--- src/rtl/tema3_2b_scan_ctrl_pkg.sv ---
// Shared types and constants for the tema3_2b scan controller slice.
// Holds the FSM state type, the datapath dimensions and a helper that
// writes one 4-bit entry into the packed 32-bit truth table.
package tema3_scan_pkg;

    localparam int NUM_COMB = 8;
    localparam int SW_W     = 3;
    localparam int LED_W    = 4;
    localparam int RES_W    = 32;

    localparam logic [SW_W-1:0] LAST_IDX = SW_W'(NUM_COMB - 1);

    typedef enum logic [2:0] {
        IDLE,
        SETTLE,
        SAMPLE,
        DWELL,
        DONE
    } scan_state_t;

    // Returns the table with entry idx replaced by val, other entries untouched.
    function automatic logic [RES_W-1:0] setEntry(
        input logic [RES_W-1:0] tab,
        input logic [SW_W-1:0]  idx,
        input logic [LED_W-1:0] val
    );
        logic [RES_W-1:0] res;
        res = tab;
        res[idx * LED_W +: LED_W] = val;
        return res;
    endfunction

endpackage

--- src/rtl/tema3_2b_scan_ctrl_if.sv ---
// Board/datapath side bundle of the tema3_2b scan controller.
// master: whoever drives the switches, button and LED feedback.
// slave : the controller itself.
interface tema3_2b_scan_ctrl_if;
    import tema3_scan_pkg::*;

    logic                start;
    logic                mode_auto;
    logic [SW_W-1:0]     man_sw;
    logic                step_btn;
    logic [LED_W-1:0]    led_in;
    logic [SW_W-1:0]     sw_out;
    logic [RES_W-1:0]    result;
    logic [SW_W-1:0]     cur_idx;
    logic                busy;
    logic                done;
    logic                mismatch;

    modport master (
        output start, mode_auto, man_sw, step_btn, led_in,
        input  sw_out, result, cur_idx, busy, done, mismatch
    );

    modport slave (
        input  start, mode_auto, man_sw, step_btn, led_in,
        output sw_out, result, cur_idx, busy, done, mismatch
    );

endinterface

--- src/rtl/tema3_2b_scan_ctrl_btn_debounce.sv ---
// Level debouncer for the manual capture button.
// A change of the raw input is accepted once it has been seen for
// DEB_CYCLES consecutive samples; rise pulses for one cycle when the
// accepted level goes high.
module btn_debounce #(
    parameter int DEB_CYCLES = 4
) (
    input  logic clk,
    input  logic rst,
    input  logic raw,
    output logic level,
    output logic rise
);
    localparam int CNT_W = $clog2(DEB_CYCLES + 1);
    localparam logic [CNT_W-1:0] CNT_LAST = CNT_W'(DEB_CYCLES - 1);

    logic             r_level;
    logic             r_rise;
    logic [CNT_W-1:0] r_cnt;

    // Count consecutive samples that differ from the accepted level; any glitch back restarts the count.
    always_ff @(posedge clk) begin
        if (rst) begin
            r_level <= 1'b0;
            r_rise  <= 1'b0;
            r_cnt   <= '0;
        end else begin
            r_rise <= 1'b0;
            if (raw == r_level) begin
                r_cnt <= '0;
            end else if (r_cnt == CNT_LAST) begin
                r_level <= raw;
                r_rise  <= raw;
                r_cnt   <= '0;
            end else begin
                r_cnt <= r_cnt + 1'b1;
            end
        end
    end

    assign level = r_level;
    assign rise  = r_rise;

endmodule

--- src/rtl/tema3_2b_scan_ctrl.sv ---
// Scan controller for the tema3_2b 3-switch / 4-LED combinational block.
// Auto mode walks all 8 switch combinations, holding each for STEP_CYCLES
// and sampling the LEDs SETTLE_CYCLES after every switch change. Manual
// mode mirrors the board switches and captures one entry per debounced
// button press.
// Optional build macro: SCAN_CHECK_EN adds a compare of the finished
// table against GOLDEN, reported on mismatch; otherwise mismatch is 0.
module tema3_2b_scan_ctrl
    import tema3_scan_pkg::*;
#(
    parameter int          STEP_CYCLES   = 10,
    parameter int          SETTLE_CYCLES = 2,
    parameter int          DEB_CYCLES    = 4,
    parameter logic [31:0] GOLDEN        = 32'h0
) (
    input  logic                 clk,
    input  logic                 rst,
    tema3_2b_scan_ctrl_if.slave  bus
);
    localparam int STEP_W = $clog2(STEP_CYCLES + 1);
    localparam logic [STEP_W-1:0] SETTLE_LAST = STEP_W'(SETTLE_CYCLES - 1);
    localparam logic [STEP_W-1:0] STEP_LAST   = STEP_W'(STEP_CYCLES - 1);

    scan_state_t         r_state;
    logic [SW_W-1:0]     r_swOut;
    logic [SW_W-1:0]     r_curIdx;
    logic [RES_W-1:0]    r_result;
    logic                r_busy;
    logic                r_done;
    logic [STEP_W-1:0]   r_stepCnt;
    logic                r_manActive;
    logic [STEP_W-1:0]   r_manCnt;
`ifdef SCAN_CHECK_EN
    logic                r_mismatch;
`endif

    logic                w_btnLevel;
    logic                w_btnRise;
    logic                w_manPress;

    btn_debounce #(
        .DEB_CYCLES (DEB_CYCLES)
    ) u_stepDeb (
        .clk   (clk),
        .rst   (rst),
        .raw   (bus.step_btn),
        .level (w_btnLevel),
        .rise  (w_btnRise)
    );

    // A new manual capture only starts in manual mode and when no settle wait is pending.
    assign w_manPress = w_btnRise && w_btnLevel && !bus.mode_auto && !r_manActive;

    // Scan FSM plus the manual capture path; r_stepCnt counts cycles since the last sw_out change.
    always_ff @(posedge clk) begin
        if (rst) begin
            r_state     <= IDLE;
            r_swOut     <= '0;
            r_curIdx    <= '0;
            r_result    <= '0;
            r_busy      <= 1'b0;
            r_done      <= 1'b0;
            r_stepCnt   <= '0;
            r_manActive <= 1'b0;
            r_manCnt    <= '0;
`ifdef SCAN_CHECK_EN
            r_mismatch  <= 1'b0;
`endif
        end else begin
            case (r_state)
                IDLE, DONE: begin
                    if (bus.mode_auto && bus.start) begin
                        r_state     <= SETTLE;
                        r_busy      <= 1'b1;
                        r_done      <= 1'b0;
                        r_result    <= '0;
                        r_curIdx    <= '0;
                        r_swOut     <= '0;
                        r_stepCnt   <= '0;
                        r_manActive <= 1'b0;
                        r_manCnt    <= '0;
`ifdef SCAN_CHECK_EN
                        r_mismatch  <= 1'b0;
`endif
                    end else begin
                        if (!bus.mode_auto) begin
                            r_swOut  <= bus.man_sw;
                            r_curIdx <= bus.man_sw;
                        end
                        if (r_manActive) begin
                            if (r_manCnt == SETTLE_LAST) begin
                                r_result    <= setEntry(r_result, r_curIdx, bus.led_in);
                                r_manActive <= 1'b0;
                                r_manCnt    <= '0;
                            end else begin
                                r_manCnt <= r_manCnt + 1'b1;
                            end
                        end else if (w_manPress) begin
                            r_manActive <= 1'b1;
                            r_manCnt    <= '0;
                        end
                    end
                end

                SETTLE: begin
                    r_stepCnt <= r_stepCnt + 1'b1;
                    if (r_stepCnt == SETTLE_LAST) begin
                        r_state <= SAMPLE;
                    end
                end

                SAMPLE: begin
                    r_result  <= setEntry(r_result, r_curIdx, bus.led_in);
                    r_stepCnt <= r_stepCnt + 1'b1;
                    r_state   <= DWELL;
                end

                DWELL: begin
                    if (r_stepCnt == STEP_LAST) begin
                        r_stepCnt <= '0;
                        if (r_curIdx == LAST_IDX) begin
                            r_busy  <= 1'b0;
                            r_done  <= 1'b1;
                            r_state <= DONE;
`ifdef SCAN_CHECK_EN
                            r_mismatch <= (r_result != GOLDEN);
`endif
                        end else begin
                            r_curIdx <= r_curIdx + 1'b1;
                            r_swOut  <= r_swOut + 1'b1;
                            r_state  <= SETTLE;
                        end
                    end else begin
                        r_stepCnt <= r_stepCnt + 1'b1;
                    end
                end

                default: begin
                    r_state <= IDLE;
                end
            endcase
        end
    end

    assign bus.sw_out  = r_swOut;
    assign bus.cur_idx = r_curIdx;
    assign bus.result  = r_result;
    assign bus.busy    = r_busy;
    assign bus.done    = r_done;
`ifdef SCAN_CHECK_EN
    assign bus.mismatch = r_mismatch;
`else
    // GOLDEN is only meaningful with the checker; folding it into a constant 0 keeps it referenced.
    assign bus.mismatch = 1'b0 & (^GOLDEN);
`endif

endmodule
--- src/flat_wrapper.sv ---
// flat-port wrapper written by rule: the top's interface ports become plain ports
module tema3_2b_scan_ctrl_flat import tema3_scan_pkg::*;
#(
    parameter int          STEP_CYCLES   = 10,
    parameter int          SETTLE_CYCLES = 2,
    parameter int          DEB_CYCLES    = 4,
    parameter logic [31:0] GOLDEN        = 32'h0
)
  (clk, rst, bus_start, bus_mode_auto, bus_man_sw, bus_step_btn, bus_led_in, bus_sw_out, bus_result, bus_cur_idx, bus_busy, bus_done, bus_mismatch);
  tema3_2b_scan_ctrl_if bus_i ();
  input  logic clk;
  input  logic rst;
  input wire logic [$bits(bus_i.start)-1:0] bus_start;
  input wire logic [$bits(bus_i.mode_auto)-1:0] bus_mode_auto;
  input wire logic [$bits(bus_i.man_sw)-1:0] bus_man_sw;
  input wire logic [$bits(bus_i.step_btn)-1:0] bus_step_btn;
  input wire logic [$bits(bus_i.led_in)-1:0] bus_led_in;
  output wire logic [$bits(bus_i.sw_out)-1:0] bus_sw_out;
  output wire logic [$bits(bus_i.result)-1:0] bus_result;
  output wire logic [$bits(bus_i.cur_idx)-1:0] bus_cur_idx;
  output wire logic [$bits(bus_i.busy)-1:0] bus_busy;
  output wire logic [$bits(bus_i.done)-1:0] bus_done;
  output wire logic [$bits(bus_i.mismatch)-1:0] bus_mismatch;
  assign bus_i.start = bus_start;
  assign bus_i.mode_auto = bus_mode_auto;
  assign bus_i.man_sw = bus_man_sw;
  assign bus_i.step_btn = bus_step_btn;
  assign bus_i.led_in = bus_led_in;
  assign bus_sw_out = bus_i.sw_out;
  assign bus_result = bus_i.result;
  assign bus_cur_idx = bus_i.cur_idx;
  assign bus_busy = bus_i.busy;
  assign bus_done = bus_i.done;
  assign bus_mismatch = bus_i.mismatch;
  tema3_2b_scan_ctrl #(.STEP_CYCLES(STEP_CYCLES), .SETTLE_CYCLES(SETTLE_CYCLES), .DEB_CYCLES(DEB_CYCLES), .GOLDEN(GOLDEN)) u_core (.clk(clk), .rst(rst), .bus(bus_i));
endmodule
--- config.mk ---
export PLATFORM = sky130hd
export DESIGN_NAME = tema3_2b_scan_ctrl_flat
export DESIGN_NICKNAME = d
export VERILOG_FILES = /design/src/rtl/tema3_2b_scan_ctrl_pkg.sv /design/src/rtl/tema3_2b_scan_ctrl_if.sv /design/src/rtl/tema3_2b_scan_ctrl_btn_debounce.sv /design/src/rtl/tema3_2b_scan_ctrl.sv /design/src/flat_wrapper.sv
export SDC_FILE = /design/constraint.sdc
export NUM_CORES = 1
export LEC_CHECK = 0
export BUFFER_PORTS_ARGS = -buffer_cell sky130_fd_sc_hd__buf_2
export CAP_MARGIN = 10
export CORE_ASPECT_RATIO = 0.7
export CORE_UTILIZATION = 45
export DETAILED_ROUTE_END_ITERATION = 10
export PLACE_DENSITY_LB_ADDON = 0.1
export SLEW_MARGIN = 20
export SYNTH_ARGS = -nofsm -noshare
export SYNTH_HDL_FRONTEND = slang
export SYNTH_SLANG_ARGS = --single-unit
--- constraint.sdc ---
create_clock -name clk -period 6.4 [get_ports clk]
set_input_delay 1.28 -clock clk [delete_from_list [all_inputs] [get_ports clk]]
set_output_delay 1.28 -clock clk [all_outputs]
set_load 0.05 [all_outputs]
==> reports/results.ini <==
[finish]
antenna_cells=0
fill_cells=555
syn_to_final_growth_pct=16.81
final_cell_mix=57 x dfxtp_1, 51 x buf_2, 21 x inv_1
final_common_cell=dfxtp_1
finalNonFillerCells=415
stdcell_area_um2=3182
layout-drive-gt1-share_pct=22.35
fin_nets=361

[grt]
gr-total-overflow=0
antenna_found_initial=0
grt_usage_pct=21.21
grt_pass1_vias=2086
grt_max_degree=36
grt_pass1_wl_um=10140

[placed_design]
dpl-instance-area_um2=3008
gp_congestion=0.7720
dpl.cell_count=399
portBuffers=51
dp_hpwl_um=4584
post-place-ws_ns=3.460

[yosys]
synth_edf_count=0
async_flop_share_pct=0
syn-num-nets=314
synth_flop_cell=dfxtp_1
yosysWarnings=0
synth_cell_type_count=55
synth-seq-cells=57
syn_avg_cell_area_um2=9.458
synth_area_um2=2724
syn-instance-count=288
synth_seq_area_share_pct=41.89

[drt]
num_vias=2402
wl_per_cell_um=15.50
vias_per_cell=5.788
drt_iter0_drc=167
drtAntennaViolNets=0
drcViolationCount=0
drtPass1Iterations=4
wirelength_um=6431

[pwr]
p_leak_nw=1.334
switching_share_pct=30.57
pwr-share-seq_pct=46.3
total_power_mw=0.8159
power.internal_mw=0.5665
power_frac_comb_pct=17.2
pwr-share-clk_pct=36.5
ir_worst_vdd_mv=0.1593
switching_power_mw=0.2494
p_per_area_nw_per_um2=256.4

[timing]
hold_viol=0
worst_pin_slew_ns=0.7898
setup_viol=0
setup_slack_ns=3.753
final.setup.tns_ns=0
relSlewSlack_pct=47.35
timing.fmax_mhz=377.8
fin_crit_ns=2.647
timing.final.crit_share_pct=41.36
rsz0062_at_grt=false
finClkSkew_ns=0.008848
slew_violations=0

[worst_setup_path]
crit_chain=buf_2 > a211oi_2 > a221oi_4 > a21oi_1 > a22o_1
worst_setup_path_start_kind=primary input
crit_type=primary input to flip-flop
end_kind=flip-flop
critPathMaxStageDelay_ns=0.72
cp_max_fo=19
timing.critical_path.slowest_stage_cell=a221oi_4
critPathArrivalTime_ns=2.87
worst_ep_required_time_ns=6.63

[clock_network]
clk_latency_ns=0.33
cts_tree=done
cts.hold.buffers_added=0
clock_sinks=57
clockBufferDepth=2
clk_pin_slew_worst_paths_ns=0.07
cts_buffers=9
cts_setup_buffers=0
cts.repair.resized=0
ctsRootBufferMaster=clkbuf_8
htree_levels=3

[floorplanning]
rows=23
initial_core_util_pct=47.09
die-height_um=67.10
dieArea_um2=6373
die_w_um=94.99
io_pins=53
coreArea_um2=5784

[hold_path]
hp-class=flip-flop to flip-flop

[status]
status=completed

[flow_run]
max_cap_viol_count=0

logic make-up after synthesis:
logic type               after synthesis  share of synthesized area [%]
AO/OA/AOI/OAI                         87                          26.00
adder cells (fa/ha/maj)               14                          6.431
other                                  1                         0.1377
AND/OR/NAND/NOR                       87                          18.24
buffers and inverters                 36                          5.283
XOR/XNOR                               4                          1.286
multiplexers                           2                         0.7350
flip-flops                            57                          41.89
synth_stat cells (2+ instances only):
cell type / number / area (um^2)
nand2b_1: 2 / 12.51
nor2b_1: 7 / 43.79
a21oi_1: 18 / 90.09
nand3_1: 9 / 45.04
a311oi_1: 4 / 35.03
a31o_2: 2 / 17.52
xnor2_1: 4 / 35.03
or3_1: 3 / 18.77
dfxtp_1: 57 / 1141
nand2_1: 15 / 56.30
o21ai_0: 5 / 25.02
a22o_1: 12 / 105.1
o32ai_1: 10 / 87.58
buf_1: 4 / 15.01
a21o_1: 3 / 22.52
ha_1: 14 / 175.2
nand4bb_1: 2 / 22.52
and3b_1: 2 / 17.52
inv_1: 21 / 78.83
nor2_1: 20 / 75.07
a211oi_1: 2 / 15.01
or2_2: 2 / 12.51
nand4_1: 5 / 31.28
buf_2: 4 / 20.02
nor4b_1: 3 / 26.28
clkbuf_1: 6 / 22.52
nand3b_1: 3 / 22.52
nor3_1: 4 / 20.02
mux2i_1: 2 / 20.02
a32o_1: 17 / 170.2
o21bai_1: 2 / 15.01
sequential cells by signal, indices dropped and copies added, names as in the netlist, 3 cells and up:
signal and cells:
u_core.bus.cur_idx 3, u_core.bus.result 32, u_core.bus.sw_out 3, u_core.r_manCnt 4, u_core.r_state 3, u_core.r_stepCnt 4, u_core.u_stepDeb.r_cnt 3
metal layers:
metal  GRT usage (%)  wire, um  share of wire [%]
met1           31.44      3395                 53
met2           29.23      2605                 41
met3           5.479       419                6.5
met4           6.818        10               0.16
met5               0         0                  0
final cells by class:
type	instances	area, um^2	share of cell area, %
clock buffer	13	158.9	4.994
clock inverter	3	15.01	0.4719
inverter	21	78.83	2.477
multi-input combinational	195	1439	45.22
sequential	57	1141	35.86
tap	75	93.84	2.949
timing repair buffer	51	255.2	8.022
power groups by stage:
stage	Sequential [mW]	Clock (mW)	Combinational, mW
final	0.378	0.298	0.140
after global placement	0.385	0	0.137
after detailed placement	0.385	0	0.138
after CTS	0.377	0.305	0.139
after floorplan	0.399	0	0.0909
after global routing	0.379	0.322	0.154
worst paths after layout:
kind / cells after the start / slack [ns] / start / to
setup reg to reg: 7 / 3.81 / u_core.bus.cur_idx[0] / u_core.bus.result[3]
hold reg to reg: 1 / 0.42 / u_core.u_stepDeb.r_cnt[0] / u_core.u_stepDeb.r_cnt[0]
hold / removal: 1 / 0.42 / u_core.u_stepDeb.r_cnt[0] / u_core.u_stepDeb.r_cnt[0]
setup / recovery: 5 / 3.75 / bus_mode_auto / u_core.bus.result[13]
per-stage QoR:
stage / utilization [%] / hold slack [ns]
after floorplan: - / 0.3990
after global placement: 52.00 / 0.4146
after detailed placement: 52.00 / 0.4158
after CTS: 55.01 / 0.4251
after global routing: 55.01 / 0.4474
final: 55.01 / 0.4192
critical path: cells and delay by family:
kind,cells,cell delay [ns]
buffers and inverters,1,0.15
AO/OA/AOI/OAI,4,1.44
Note: power is estimated with default switching activity, not from simulation.
